### src/rtl/compact_instruction_packer_pkg.sv
// Shared RV32I / RVC encoding constants and packer state type, also used by the expander.
package compact_instruction_packer_pkg;

  localparam logic [6:0] OPC_OP     = 7'b0110011;
  localparam logic [6:0] OPC_OP_IMM = 7'b0010011;
  localparam logic [6:0] OPC_LOAD   = 7'b0000011;
  localparam logic [6:0] OPC_STORE  = 7'b0100011;

  localparam logic [2:0] F3_ADD_SUB = 3'b000;
  localparam logic [2:0] F3_XOR     = 3'b100;
  localparam logic [2:0] F3_OR      = 3'b110;
  localparam logic [2:0] F3_AND     = 3'b111;
  localparam logic [2:0] F3_ADDI    = 3'b000;
  localparam logic [2:0] F3_LW      = 3'b010;
  localparam logic [2:0] F3_SW      = 3'b010;

  localparam logic [6:0] F7_BASE = 7'b0000000;
  localparam logic [6:0] F7_SUB  = 7'b0100000;

  localparam logic [1:0] C_Q0 = 2'b00;
  localparam logic [1:0] C_Q1 = 2'b01;
  localparam logic [1:0] C_Q2 = 2'b10;

  localparam logic [2:0] CF3_ADDI   = 3'b000;
  localparam logic [2:0] CF3_LI     = 3'b010;
  localparam logic [2:0] CF3_ARITH  = 3'b100;
  localparam logic [2:0] CF3_MV_ADD = 3'b100;
  localparam logic [2:0] CF3_LW     = 3'b010;
  localparam logic [2:0] CF3_SW     = 3'b110;
  localparam logic [2:0] CF3_LWSP   = 3'b010;
  localparam logic [2:0] CF3_SWSP   = 3'b110;
  localparam logic [2:0] C_ARITH_HI = 3'b011;

  localparam logic [15:0] C_NOP = 16'h0001;

  typedef enum logic {
    ST_RUN = 1'b0,
    ST_PAD = 1'b1
  } pack_state_e;

  // Compressed 3-bit register fields only reach x8..x15.
  function automatic logic is_creg(input logic [4:0] r);
    return r[4:3] == 2'b01;
  endfunction

endpackage

### src/rtl/compact_instruction_packer_rvc_compress_encoder.sv
// Combinational RV32I -> RVC re-encoder; flags instructions with an exact 16-bit form.
// Load/store compression is built only when COMPACT_LOADSTORE_EN is defined.
module rvc_compress_encoder
  import compact_instruction_packer_pkg::*;
(
  input  logic [31:0] instr,
  output logic        is_compressible,
  output logic [15:0] code
);

  logic [6:0]  opc;
  logic [4:0]  rd;
  logic [4:0]  rs1;
  logic [4:0]  rs2;
  logic [2:0]  f3;
  logic [6:0]  f7;
  logic [11:0] imm_i;
  logic        imm_i_small;
  logic [1:0]  arith_f2;

  assign opc   = instr[6:0];
  assign rd    = instr[11:7];
  assign f3    = instr[14:12];
  assign rs1   = instr[19:15];
  assign rs2   = instr[24:20];
  assign f7    = instr[31:25];
  assign imm_i = instr[31:20];
  // Fits the 6-bit signed range -32..31.
  assign imm_i_small = (imm_i[11:5] == 7'h00) || (imm_i[11:5] == 7'h7f);

`ifdef COMPACT_LOADSTORE_EN
  logic [11:0] imm_s;
  assign imm_s = {instr[31:25], instr[11:7]};
`endif

  always_comb begin
    case (f3)
      F3_XOR:  arith_f2 = 2'b01;
      F3_OR:   arith_f2 = 2'b10;
      F3_AND:  arith_f2 = 2'b11;
      default: arith_f2 = 2'b00;
    endcase
  end

  always_comb begin
    is_compressible = 1'b0;
    code            = C_NOP;
    if (opc == OPC_OP && f3 == F3_ADD_SUB && f7 == F7_BASE &&
        rd != 5'd0 && rs2 != 5'd0 && rs1 == rd) begin
      is_compressible = 1'b1;
      code = {CF3_MV_ADD, 1'b1, rd, rs2, C_Q2};
    end else if (opc == OPC_OP && f3 == F3_ADD_SUB && f7 == F7_BASE &&
                 rd != 5'd0 && rs2 != 5'd0 && rs1 == 5'd0) begin
      is_compressible = 1'b1;
      code = {CF3_MV_ADD, 1'b0, rd, rs2, C_Q2};
    end else if (opc == OPC_OP && rs1 == rd && is_creg(rd) && is_creg(rs2) &&
                 ((f7 == F7_SUB && f3 == F3_ADD_SUB) ||
                  (f7 == F7_BASE && (f3 == F3_XOR || f3 == F3_OR || f3 == F3_AND)))) begin
      is_compressible = 1'b1;
      code = {CF3_ARITH, C_ARITH_HI, rd[2:0], arith_f2, rs2[2:0], C_Q1};
    end else if (opc == OPC_OP_IMM && f3 == F3_ADDI && rd != 5'd0 && rs1 == rd &&
                 imm_i != 12'd0 && imm_i_small) begin
      is_compressible = 1'b1;
      code = {CF3_ADDI, imm_i[5], rd, imm_i[4:0], C_Q1};
    end else if (opc == OPC_OP_IMM && f3 == F3_ADDI && rd != 5'd0 && rs1 == 5'd0 &&
                 imm_i_small) begin
      is_compressible = 1'b1;
      code = {CF3_LI, imm_i[5], rd, imm_i[4:0], C_Q1};
    end else if (opc == OPC_OP_IMM && f3 == F3_ADDI && rd == 5'd0 && rs1 == 5'd0 &&
                 imm_i == 12'd0) begin
      is_compressible = 1'b1;
      code = C_NOP;
    end
`ifdef COMPACT_LOADSTORE_EN
    else if (opc == OPC_LOAD && f3 == F3_LW && is_creg(rd) && is_creg(rs1) &&
             imm_i[11:7] == 5'd0 && imm_i[1:0] == 2'd0) begin
      is_compressible = 1'b1;
      code = {CF3_LW, imm_i[5:3], rs1[2:0], imm_i[2], imm_i[6], rd[2:0], C_Q0};
    end else if (opc == OPC_STORE && f3 == F3_SW && is_creg(rs2) && is_creg(rs1) &&
                 imm_s[11:7] == 5'd0 && imm_s[1:0] == 2'd0) begin
      is_compressible = 1'b1;
      code = {CF3_SW, imm_s[5:3], rs1[2:0], imm_s[2], imm_s[6], rs2[2:0], C_Q0};
    end else if (opc == OPC_LOAD && f3 == F3_LW && rs1 == 5'd2 && rd != 5'd0 &&
                 imm_i[11:8] == 4'd0 && imm_i[1:0] == 2'd0) begin
      is_compressible = 1'b1;
      code = {CF3_LWSP, imm_i[5], rd, imm_i[4:2], imm_i[7:6], C_Q2};
    end else if (opc == OPC_STORE && f3 == F3_SW && rs1 == 5'd2 &&
                 imm_s[11:8] == 4'd0 && imm_s[1:0] == 2'd0) begin
      is_compressible = 1'b1;
      code = {CF3_SWSP, imm_s[5:2], imm_s[7:6], rs2, C_Q2};
    end
`endif
  end

endmodule

### src/rtl/compact_instruction_packer.sv
// Packs RVC-compressed / pass-through instructions little-endian into 32-bit words.
// Optional load/store compression: define COMPACT_LOADSTORE_EN.
//
// state | meaning
// RUN   | accepting instructions, packing halfwords
// PAD   | final word sent, leftover halfword waits to go out padded with C.NOP
module compact_instruction_packer
  import compact_instruction_packer_pkg::*;
#(
  parameter int COUNT_WIDTH = 16
) (
  input  logic                   clk,
  input  logic                   reset,
  input  logic                   in_valid,
  output logic                   in_ready,
  input  logic [31:0]            in_instruction,
  input  logic                   in_last,
  output logic                   out_valid,
  input  logic                   out_ready,
  output logic [31:0]            out_word,
  output logic                   out_last,
  output logic [COUNT_WIDTH-1:0] compressed_count
);

  pack_state_e            state_q, state_d;
  logic [15:0]            hold_q, hold_d;
  logic                   hold_full_q, hold_full_d;
  logic [31:0]            out_word_q, out_word_d;
  logic                   out_valid_q, out_valid_d;
  logic                   out_last_q, out_last_d;
  logic [COUNT_WIDTH-1:0] count_q, count_d;

  logic        is_c;
  logic [15:0] c_code;
  logic        slot_free;
  logic        accept;

  rvc_compress_encoder u_enc (
    .instr           (in_instruction),
    .is_compressible (is_c),
    .code            (c_code)
  );

  assign slot_free = !out_valid_q || out_ready;
  assign in_ready  = (state_q == ST_RUN) && slot_free;
  assign accept    = in_valid && in_ready;

  always_comb begin
    state_d     = state_q;
    hold_d      = hold_q;
    hold_full_d = hold_full_q;
    out_word_d  = out_word_q;
    out_valid_d = out_valid_q;
    out_last_d  = out_last_q;
    count_d     = count_q;

    if (out_valid_q && out_ready) begin
      out_valid_d = 1'b0;
      out_last_d  = 1'b0;
    end

    if (state_q == ST_PAD) begin
      if (slot_free) begin
        out_word_d  = {C_NOP, hold_q};
        out_valid_d = 1'b1;
        out_last_d  = 1'b1;
        hold_full_d = 1'b0;
        state_d     = ST_RUN;
      end
    end else if (accept) begin
      if (is_c) begin
        if (count_q != {COUNT_WIDTH{1'b1}}) count_d = count_q + COUNT_WIDTH'(1);
        if (hold_full_q) begin
          out_word_d  = {c_code, hold_q};
          out_valid_d = 1'b1;
          out_last_d  = in_last;
          hold_full_d = 1'b0;
        end else if (in_last) begin
          out_word_d  = {C_NOP, c_code};
          out_valid_d = 1'b1;
          out_last_d  = 1'b1;
        end else begin
          hold_d      = c_code;
          hold_full_d = 1'b1;
        end
      end else begin
        if (hold_full_q) begin
          // The instruction straddles: low half completes this word, high half is held.
          out_word_d  = {in_instruction[15:0], hold_q};
          out_valid_d = 1'b1;
          out_last_d  = 1'b0;
          hold_d      = in_instruction[31:16];
          if (in_last) state_d = ST_PAD;
        end else begin
          out_word_d  = in_instruction;
          out_valid_d = 1'b1;
          out_last_d  = in_last;
        end
      end
    end
  end

  always_ff @(posedge clk) begin
    if (reset) begin
      state_q     <= ST_RUN;
      hold_q      <= 16'd0;
      hold_full_q <= 1'b0;
      out_word_q  <= 32'd0;
      out_valid_q <= 1'b0;
      out_last_q  <= 1'b0;
      count_q     <= '0;
    end else begin
      state_q     <= state_d;
      hold_q      <= hold_d;
      hold_full_q <= hold_full_d;
      out_word_q  <= out_word_d;
      out_valid_q <= out_valid_d;
      out_last_q  <= out_last_d;
      count_q     <= count_d;
    end
  end

  assign out_valid        = out_valid_q;
  assign out_word         = out_word_q;
  assign out_last         = out_last_q;
  assign compressed_count = count_q;

endmodule

### config.mk
export PLATFORM = sky130hd
export DESIGN_NAME = compact_instruction_packer
export DESIGN_NICKNAME = d
export VERILOG_FILES = /design/src/rtl/compact_instruction_packer_pkg.sv /design/src/rtl/compact_instruction_packer_rvc_compress_encoder.sv /design/src/rtl/compact_instruction_packer.sv
export SDC_FILE = /design/constraint.sdc
export NUM_CORES = 1
export LEC_CHECK = 0
export BUFFER_PORTS_ARGS = -buffer_cell sky130_fd_sc_hd__buf_2
export CORE_MARGIN = 8
export CORE_UTILIZATION = 45
export DETAILED_ROUTE_END_ITERATION = 7
export PLACE_DENSITY = 0.71
export SLEW_MARGIN = 20
export SYNTH_ARGS = -nofsm -noshare
export SYNTH_HDL_FRONTEND = slang
export SYNTH_SLANG_ARGS = --single-unit
### constraint.sdc
create_clock -name clk -period 2.6 [get_ports clk]
set_input_delay 0 -clock clk [delete_from_list [all_inputs] [get_ports clk]]
set_output_delay 0 -clock clk [all_outputs]
set_load 0.02 [all_outputs]
==> qor.yml, run 1 <==
sta:
  skew_ns: 0.01402
  tightest_slew_ns: 0.9513
  fin_crit_sh: 0.9795
  final-setup-viol-count: 0
  fmax_ghz: 0.3927
  worst_slack_ns: 0.05331
  final.min_clock_period_ns: 2.547
  drv_slew: 0
  hold_viol: 0
  max_slew_margin: 0.3658
drt:
  ant_nets: 0
  drtIter0Drc: 339
  wl_met2_um: 6997
  drc: 0
  first_pass_iters: 6
  dr_total_vias: 4618
  routed-wl-met3_um: 1149
  wl_per_cell_um: 18.99
  highest_layer: "met4"
  wl_um: 14450
  vias_per_cell: 6.068
  wl_met1_um: 5751
min_path:
  hp-start: "in_instruction[18]"
  hold_class: "input pin to flip-flop"
finish:
  regArea_um2: 1361
  fill_cells: 768
  synthToLayoutAreaGrowth_pct: 37.67
  layout.nets: 687
  drive_gt1_frac: 0.3201
  multi_input_area_um2: 2462
  stdcell_area_um2: 5455
  diodes: 0
pwr:
  clock_power_share: 0.434
  p_switching_mw: 0.7118
  p_int_mw: 1.937
  power_frac_seq: 0.414
  combPwrFrac: 0.153
  p_sw_frac: 0.2687
  vdd_drop_max_mv: 0.3716
  power_density_nw_per_um2: 485.5
  p_leak_nw: 2.283
setup_path:
  required_ns: 2.87
  critPathCaptureType: "flip-flop"
  worstPathMaxFanout: 6
  r2r_start: "compressed_count[2]"
  startpoint_type: "input pin"
  crit_type: "input pin to flip-flop"
  worstPathArrival_ns: 2.81
  startpoint: "in_instruction[21]"
logic_synthesis:
  synth_nets: 536
  synthesis.area_um2: 3963
  synth_ff_type: "dfxtp_1"
  synth_cell_types: 63
  synth_edf_count: 0
  ys_seq_elements: 68
  syn_avg_cell_area_um2: 7.973
  async_flop_share: 0
  yosysWarnings: 0
  seq_area_frac_synth: 0.3435
  netlist_instances: 497
die:
  num_io_pins: 88
  fp.dieW_um: 109.8
  initial_core_util: 0.4589
  die_y_um: 109.8
  fp.coreArea_um2: 8636
  die_area_um2: 12060
  rows: 34
grt:
  grt_pass1_wl_um: 22050
  antenna_found_initial: 0
  grtUsageTotal: 0.2347
  grt_max_degree: 58
  grt_overflow: 0
  grt_pass1_vias: 4454
flow_run:
  drv_cap: 0
clocking:
  clk_pin_slew_ns: 0.09
  htreeDepth: 3
  root_buffer: "clkbuf_8"
  clk_latency_ns: 0.36
  cts_max_path_buffers: 2
  numCtsBuffers: 9
  cts_tree: "built"
  clkSinkCount: 68
placement:
  dp_hpwl_um: 10600
  place_area_um2: 4967
  dpl_worst_slack_ns: -0.2097
  gp_congestion: 0.9933
  port_buffers: 87
status:
  status: "finished clean"
-- cells by family (layout without fill, tap and decap cells) --
| kind of cell | count (synthesis) | after routing | synth area share |
|---|---|---|---|
| AO/OA/AOI/OAI | 123 | 123 | 0.2106 |
| XOR/XNOR | 5 | 5 | 0.01105 |
| adder cells (fa/ha/maj) | 2 | 2 | 0.006314 |
| buffers and inverters | 42 | 198 | 0.04610 |
| flip-flops | 68 | 68 | 0.3435 |
| multiplexers | 14 | 14 | 0.03947 |
| AND/OR/NAND/NOR | 243 | 243 | 0.3429 |
-- per-layer routing --
metal	vias up	track usage
met3	37	0.06448
li1	2162	-
met2	229	0.3904
met5	-	0
met1	2190	0.2717
met4	0	0.1157
-- flip-flops by register name, summed over array words and instances, names as in the netlist --
signal / cells
state_q: 1
hold_full_q: 1
hold_q: 16
out_last: 1
out_word: 32
out_valid: 1
compressed_count: 16
-- power groups by stage --
stage | Clock [mW] | Sequential, mW | Combinational (mW)
after global routing | 1.20 | 1.10 | 0.432
after CTS | 1.15 | 1.10 | 0.393
after global placement | 0 | 1.12 | 0.373
final | 1.15 | 1.10 | 0.404
after floorplan | 0 | 1.16 | 0.144
after detailed placement | 0 | 1.12 | 0.379
-- what timing repair did --
item                                    4_1_cts  5_1_grt
hold buffers                                 11        0
endpoints found under the hold margin        13        0
buffers inserted                              0        8
resized for setup                             0       15
endpoints found under the setup margin        0       34
-- Yosys cell counts (all sizes together), types with 2 or more instances --
| cell | instances | area share |
|---|---|---|
| a211oi | 13 | 0.025 |
| a21boi | 3 | 0.0057 |
| a21oi | 35 | 0.044 |
| a22oi | 7 | 0.013 |
| a311oi | 14 | 0.031 |
| a31oi | 8 | 0.013 |
| a32oi | 4 | 0.0088 |
| and2 | 4 | 0.0063 |
| and3 | 6 | 0.0095 |
| and4 | 2 | 0.0044 |
| buf | 8 | 0.014 |
| clkbuf | 26 | 0.025 |
| dfxtp | 68 | 0.34 |
| ha | 2 | 0.0063 |
| inv | 8 | 0.0076 |
| mux2 | 13 | 0.037 |
| nand2 | 53 | 0.050 |
| nand2b | 10 | 0.016 |
| nand3 | 23 | 0.029 |
| nand3b | 4 | 0.0076 |
| nand4 | 9 | 0.014 |
| nand4b | 4 | 0.0088 |
| nor2 | 54 | 0.051 |
| nor2b | 15 | 0.024 |
| nor3 | 15 | 0.025 |
| nor3b | 3 | 0.0057 |
| nor4 | 15 | 0.038 |
| nor4b | 8 | 0.018 |
| nor4bb | 2 | 0.0051 |
| o211ai | 7 | 0.013 |
| o21ai | 12 | 0.015 |
| o22ai | 3 | 0.0047 |
| o31ai | 5 | 0.011 |
| o41ai | 2 | 0.0044 |
| or2 | 2 | 0.0032 |
| or3 | 8 | 0.014 |
| or4 | 3 | 0.0057 |
| xnor2 | 5 | 0.011 |
-- path summary, 6_finish.rpt --
check                                            to  slack (ns)  cells past startpoint
worst max-delay path                   out_word[28]        0.05                     15
worst min-delay path                   out_word[18]        0.04                      3
worst max register to register  compressed_count[8]        0.20                      8
worst min register to register         out_word[29]        0.47                      2
-- cell usage in the layout (no fill, tap or decap), types with 5 or more instances in the layout --
master,instances
o211ai_1,7
nand2_1,53
or3_1,7
nor2_1,53
a211oi_1,12
nand2b_1,9
nand4_1,9
o21ai_0,10
buf_4,67
nor4_1,10
buf_2,86
nor2b_1,15
and3_1,6
a21oi_1,35
dfxtp_1,68
xnor2_1,5
a31oi_1,8
nor4b_1,7
nor3_1,13
buf_12,6
mux2_2,9
a22oi_1,7
dlygate4sd3_1,11
nand3_1,23
inv_1,8
clkbuf_8,11
a311oi_1,14
-- per-stage QoR --
stage	instances	hold slack, ns	power [mW]	util	TNS, ns
2_1_floorplan	497	0.1477	1.304	-	0
4_1_cts	752	0.03482	2.639	0.6178	0
3_5_place_dp	725	0.3060	1.499	0.5752	-3.831
5_1_grt	761	0.03663	2.728	0.6317	-0.05102
3_3_place_gp	725	0.3041	1.492	0.5752	-1.090
6_report	761	0.04127	2.649	0.6317	0
-- layout make-up --
type	instances	area share
flip-flops and latches	68	0.2495
clock inverters	5	0.01950
clock buffers	11	0.02775
repair buffers	174	0.2216
well taps	108	0.02477
multi-input cells	387	0.4514
inverters	8	0.005505
-- critical path, stage by stage --
cell	delay, ns
dlygate4sd3_1	0.55
buf_6	0.10
and4b_1	0.22
o31ai_2	0.26
and3_1	0.24
a41oi_2	0.05
buf_4	0.15
nand2_1	0.06
ha_2	0.21
nand2b_4	0.07
o21ai_2	0.25
buf_6	0.17
and2_1	0.14
a21oi_1	0.05
a311oi_1	0.29
No activity file was read; power rests on OpenSTA's default activity.
==> run 2, diff against run 1 <==
BUFFER_PORTS_ARGS = -buffer_cell sky130_fd_sc_hd__buf_4   (was -buffer_cell sky130_fd_sc_hd__buf_2)
==> qor.yml, run 2 (synthesis results as in run 1) <==
finish:
  largest_reg_flops: 32
  final_common_cell: "buf_4"
  layout.nets: 689
  diodes: 0
  layout_common_cells: "buf_4, dfxtp_1, nor2_1"
  fill_cells: 759
  utilization: 0.6446
  synthToLayoutAreaGrowth_pct: 40.48
  regArea_um2: 1361
  multi_input_area_um2: 2481
  drive_gt1_frac: 0.3252
drt:
  dr_total_vias: 4512
  wl_met1_um: 6012
  drtIter0Drc: 304
  routed-wl-met3_um: 1080
  ant_nets: 0
  drc: 0
  wl_per_cell_um: 18.72
  wl_um: 14280
  wl_met2_um: 6718
  first_pass_iters: 5
  vias_per_cell: 5.913
  highest_layer: "met4"
sta:
  hold_viol: 0
  skew_ns: 0.008044
  drv_slew: 0
  fin_crit_sh: 0.9782
  max_slew_margin: 0.4345
  tightest_slew_ns: 0.8482
  final-setup-viol-count: 0
  fmax_ghz: 0.3932
  final.min_clock_period_ns: 2.543
status:
  status: "finished clean"
die:
  num_io_pins: 88
  rows: 34
  fp.coreArea_um2: 8636
  die_y_um: 109.8
  die_area_um2: 12060
  fp.dieW_um: 109.8
  initial_core_util: 0.4589
setup_path:
  path_buf_inv: 4
  worstPathMaxFanout: 7
  cp_slowest_cell: "dlygate4sd3_1"
  required_ns: 2.79
  crit_type: "input pin to flip-flop"
  crit_path_max_incr_delay_ns: 0.54
  startpoint_type: "input pin"
  critPathTopFamily: "buffers and inverters"
  worstPathArrival_ns: 2.73
  cp_cell_sequence: "dlygate4sd3_1 -> buf_4 -> xnor2_1 -> nand2_2 -> o31ai_2 -> and3_1 -> a41oi_2 -> nand2_1 -> ha_1 -> nand2b_1 -> buf_4 -> and3_1 -> buf_4 -> a22oi_1 -> a21oi_1"
  critPathCaptureType: "flip-flop"
  cp_common_cell: "buf_4"
clocking:
  root_buffer: "clkbuf_8"
  clk_pin_slew_ns: 0.07
  cts_tree: "built"
  numCtsBuffers: 9
  clkSinkCount: 68
  clk_latency_ns: 0.34
  cts_max_path_buffers: 2
  htreeDepth: 3
pwr:
  vdd_drop_max_mv: 0.2921
  power_density_nw_per_um2: 408.4
  p_leak_nw: 2.290
  p_total_mw: 2.274
grt:
  antenna_found_initial: 0
  grt_overflow: 0
  grt_pass1_vias: 4365
  grt_max_degree: 86
  grt_pass1_wl_um: 22340
  grtUsageTotal: 0.2362
placement:
  gp_congestion: 0.9419
  dp_hpwl_um: 10640
  port_buffers: 87
min_path:
  hold_class: "input pin to flip-flop"
flow_run:
  drv_cap: 0
## run 2: layer usage
layer,vias up,GRT usage
li1,2159,-
met1,2123,0.2868
met2,192,0.3887
met3,38,0.05510
met4,0,0.1051
met5,-,0
## run 2: final cells by class
type                       instances  share of cell area
clock buffer                      11             0.02360
clock inverter                     5            0.005170
inverter                           8            0.005394
multi-input combinational        387              0.4457
sequential                        68              0.2446
tap                              108             0.02428
timing repair buffer             176              0.2513
## run 2: timing repair
action,CTS,global route
hold buffers,12,0
setup endpoints to repair,0,37
endpoints found under the hold margin,9,0
gates resized for setup,0,12
buffers inserted,0,3
## run 2: worst reg2reg max path, cell delays in order, from the launching register on
cell     delay, ns
dfxtp_1       0.43
and4_1        0.32
nand4_1       0.26
nor4_2        0.33
and3_1        0.21
and3_1        0.17
buf_4         0.21
nor4_2        0.08
mux2_1        0.32
## run 2: report_power, final
group | internal [mW] | total (mW) | switching, mW
clock network | 0.342 | 0.742 | 0.401
logic | 0.195 | 0.433 | 0.237
registers | 1.08 | 1.10 | 0.0221
## run 2: per-stage QoR
stage               hold slack, ns  setup slack (ns)  setup TNS [ns]  area, um^2  std cells
finish                     0.01417           0.05668               0        5567        763
global route               0.01609          -0.07396          -1.147        5567        763
detailed placement          0.3027           -0.1117          -2.526        5220        733
global placement            0.3076           -0.1590          -4.612        5220        733
floorplan                   0.1477          0.009845               0        3963        497
CTS                      0.0006048           0.02035               0        5500        761
## run 2: path summary, 6_finish.rpt
path / endpoint / from / slack (ns) / cells after the start
max reg2reg: compressed_count[9] / compressed_count[2] / 0.18 / 8
max: out_word[27] / in_instruction[18] / 0.06 / 15
min reg2reg: out_word[29] / out_word[29] / 0.46 / 2
min: out_word[1] / in_instruction[1] / 0.01 / 3
==> run 3, diff against run 2 <==
--- a/config.mk
+++ b/config.mk
@@ -9,4 +9,5 @@
 export CORE_MARGIN = 8
 export CORE_UTILIZATION = 45
+export CTS_CLUSTER_SIZE = 14
 export DETAILED_ROUTE_END_ITERATION = 7
 export PLACE_DENSITY = 0.71
==> constraint.sdc (replaced) <==
create_clock -name clk -period 2.6 [get_ports clk]
set_input_delay 0.39 -clock clk [delete_from_list [all_inputs] [get_ports clk]]
set_output_delay 0.39 -clock clk [all_outputs]
set_load 0.02 [all_outputs]
==> qor.yml, run 3 (synthesis results as in run 1) <==
status:
  status: "finished clean"
die:
  die_y_um: 109.8
  rows: 34
  num_io_pins: 88
  fp.dieW_um: 109.8
  die_area_um2: 12060
  fp.coreArea_um2: 8636
  initial_core_util: 0.4589
finish:
  stdcell_area_um2: 5928
  regArea_um2: 1361
  largest_reg_flops: 32
  fill_cells: 735
  layout.nets: 707
  final_common_cell: "buf_4"
  diodes: 0
  multi_input_area_um2: 2653
  synthToLayoutAreaGrowth_pct: 49.61
  drive_gt1_frac: 0.4063
  layout_common_cells: "buf_4, dfxtp_1, nor2_1"
  utilization: 0.6865
clocking:
  htreeDepth: 3
  clk_pin_slew_ns: 0.07
  numCtsBuffers: 9
  cts_tree: "built"
  cts_max_path_buffers: 2
  root_buffer: "clkbuf_8"
  clk_latency_ns: 0.36
  cts_hold_buf: 0
  clkSinkCount: 68
drt:
  wl_um: 15020
  vias_per_cell: 5.990
  drtIter0Drc: 354
  dr_total_vias: 4672
  wl_per_cell_um: 19.25
  ant_nets: 0
  first_pass_iters: 5
  drc: 0
sta:
  final-setup-viol-count: 0
  rsz0062_at_grt: "true"
  fin_crit_sh: 0.9933
  max_slew_margin: 0.3083
  tightest_slew_ns: 1.034
  tns_ns: 0
  hold_viol: 0
  final.min_clock_period_ns: 2.582
  fmax_ghz: 0.3872
  drv_slew: 0
  skew_ns: 0.007805
grt:
  grtUsageTotal: 0.2450
  grt_max_degree: 65
  grt_pass1_wl_um: 23090
  grt.busiest_layer: "met2"
  antenna_found_initial: 0
  use_met2: 0.3977
  grt_pass1_vias: 4576
  grt_overflow: 0
  grt_use_met3: 0.04513
  gr-usage-met1: 0.3073
setup_path:
  startpoint_type: "input pin"
  cp_cell_sequence: "buf_6 -> nor4_4 -> nand2_2 -> or4b_4 -> o21ai_2 -> nand2_2 -> nand2_2 -> ha_4 -> nand2b_4 -> buf_4 -> and2_4 -> buf_4 -> nand2_2 -> nor2_1 -> a31oi_1 -> a21oi_1"
  crit_path_max_incr_delay_ns: 0.54
  worstPathMaxFanout: 3
  required_ns: 2.81
  crit_type: "input pin to flip-flop"
  cp_slowest_cell: "or4b_4"
  critPathCaptureType: "flip-flop"
  worstPathArrival_ns: 2.79
  cp_common_cell: "nand2_2"
pwr:
  vdd_drop_max_mv: 0.3946
  power_density_nw_per_um2: 408.9
  p_leak_nw: 2.457
placement:
  place_area_um2: 5403
  gp_congestion: 0.9583
  port_buffers: 87
  dp_hpwl_um: 11060
min_path:
  hold_class: "input pin to flip-flop"
flow_run:
  drv_cap: 0
[run 3: cell types whose count changed in the layout (fill, tap and decap cells not counted), sizes merged]
cell         delta
dlygate4sd3    -11
buf            +29
clkinv          -1
clkbuf          -1
bufinv          +1
[run 3: where the power goes]
group	leakage [nW]	internal [mW]	switching [mW]
logic	1.81	0.229	0.251
clock network	0.0959	0.434	0.408
registers	0.555	1.08	0.0248
total	2.46	1.74	0.684
[run 3: critical path, delay by kind of cell]
kind,cells,cell delay (ns)
fa+ha+maj,1,0.13
buf+inv,3,0.39
compound gates,3,0.37
simple gates,9,1.50
[run 3: worst paths after layout]
check,start,cells after the start,endpoint,slack [ns]
setup / recovery,in_instruction[27],16,out_word[17],0.02
hold / removal,in_valid,3,out_valid,0.33
setup reg to reg,compressed_count[2],8,compressed_count[9],0.15
hold reg to reg,out_word[29],2,out_word[29],0.46
[run 3: repair_timing]
action	CTS	global route
setup buffers	6	3
gates cloned	1	2
resized for setup	16	45
pin swaps	11	19
setup endpoints to repair	24	58
[run 3: metrics by stage]
stage               hold slack, ns  total power, mW  setup WS, ns  cells
floorplan                   0.4463            1.312      -0.07622    497
global placement            0.4524            1.555       -0.5150    753
detailed placement          0.4506            1.560       -0.4867    753
CTS                         0.3216            2.410      0.001089    775
global route                0.3433            2.507      -0.09234    780
finish                      0.3335            2.424       0.01753    780
[run 3: layout make-up]
type | instances | area share
timing repair buffer | 194 | 0.2645
tap | 108 | 0.02279
inverter | 8 | 0.005065
clock inverter | 5 | 0.009076
clock buffer | 10 | 0.02153
sequential | 68 | 0.2296
multi-input combinational | 387 | 0.4474
[run 3: layer usage]
layer | up-vias | part of all wire
met1 | 2183 | 0.40
met3 | 49 | 0.089
met4 | 0 | 0.040
met2 | 248 | 0.47
li1 | 2192 | -
met5 | - | 0
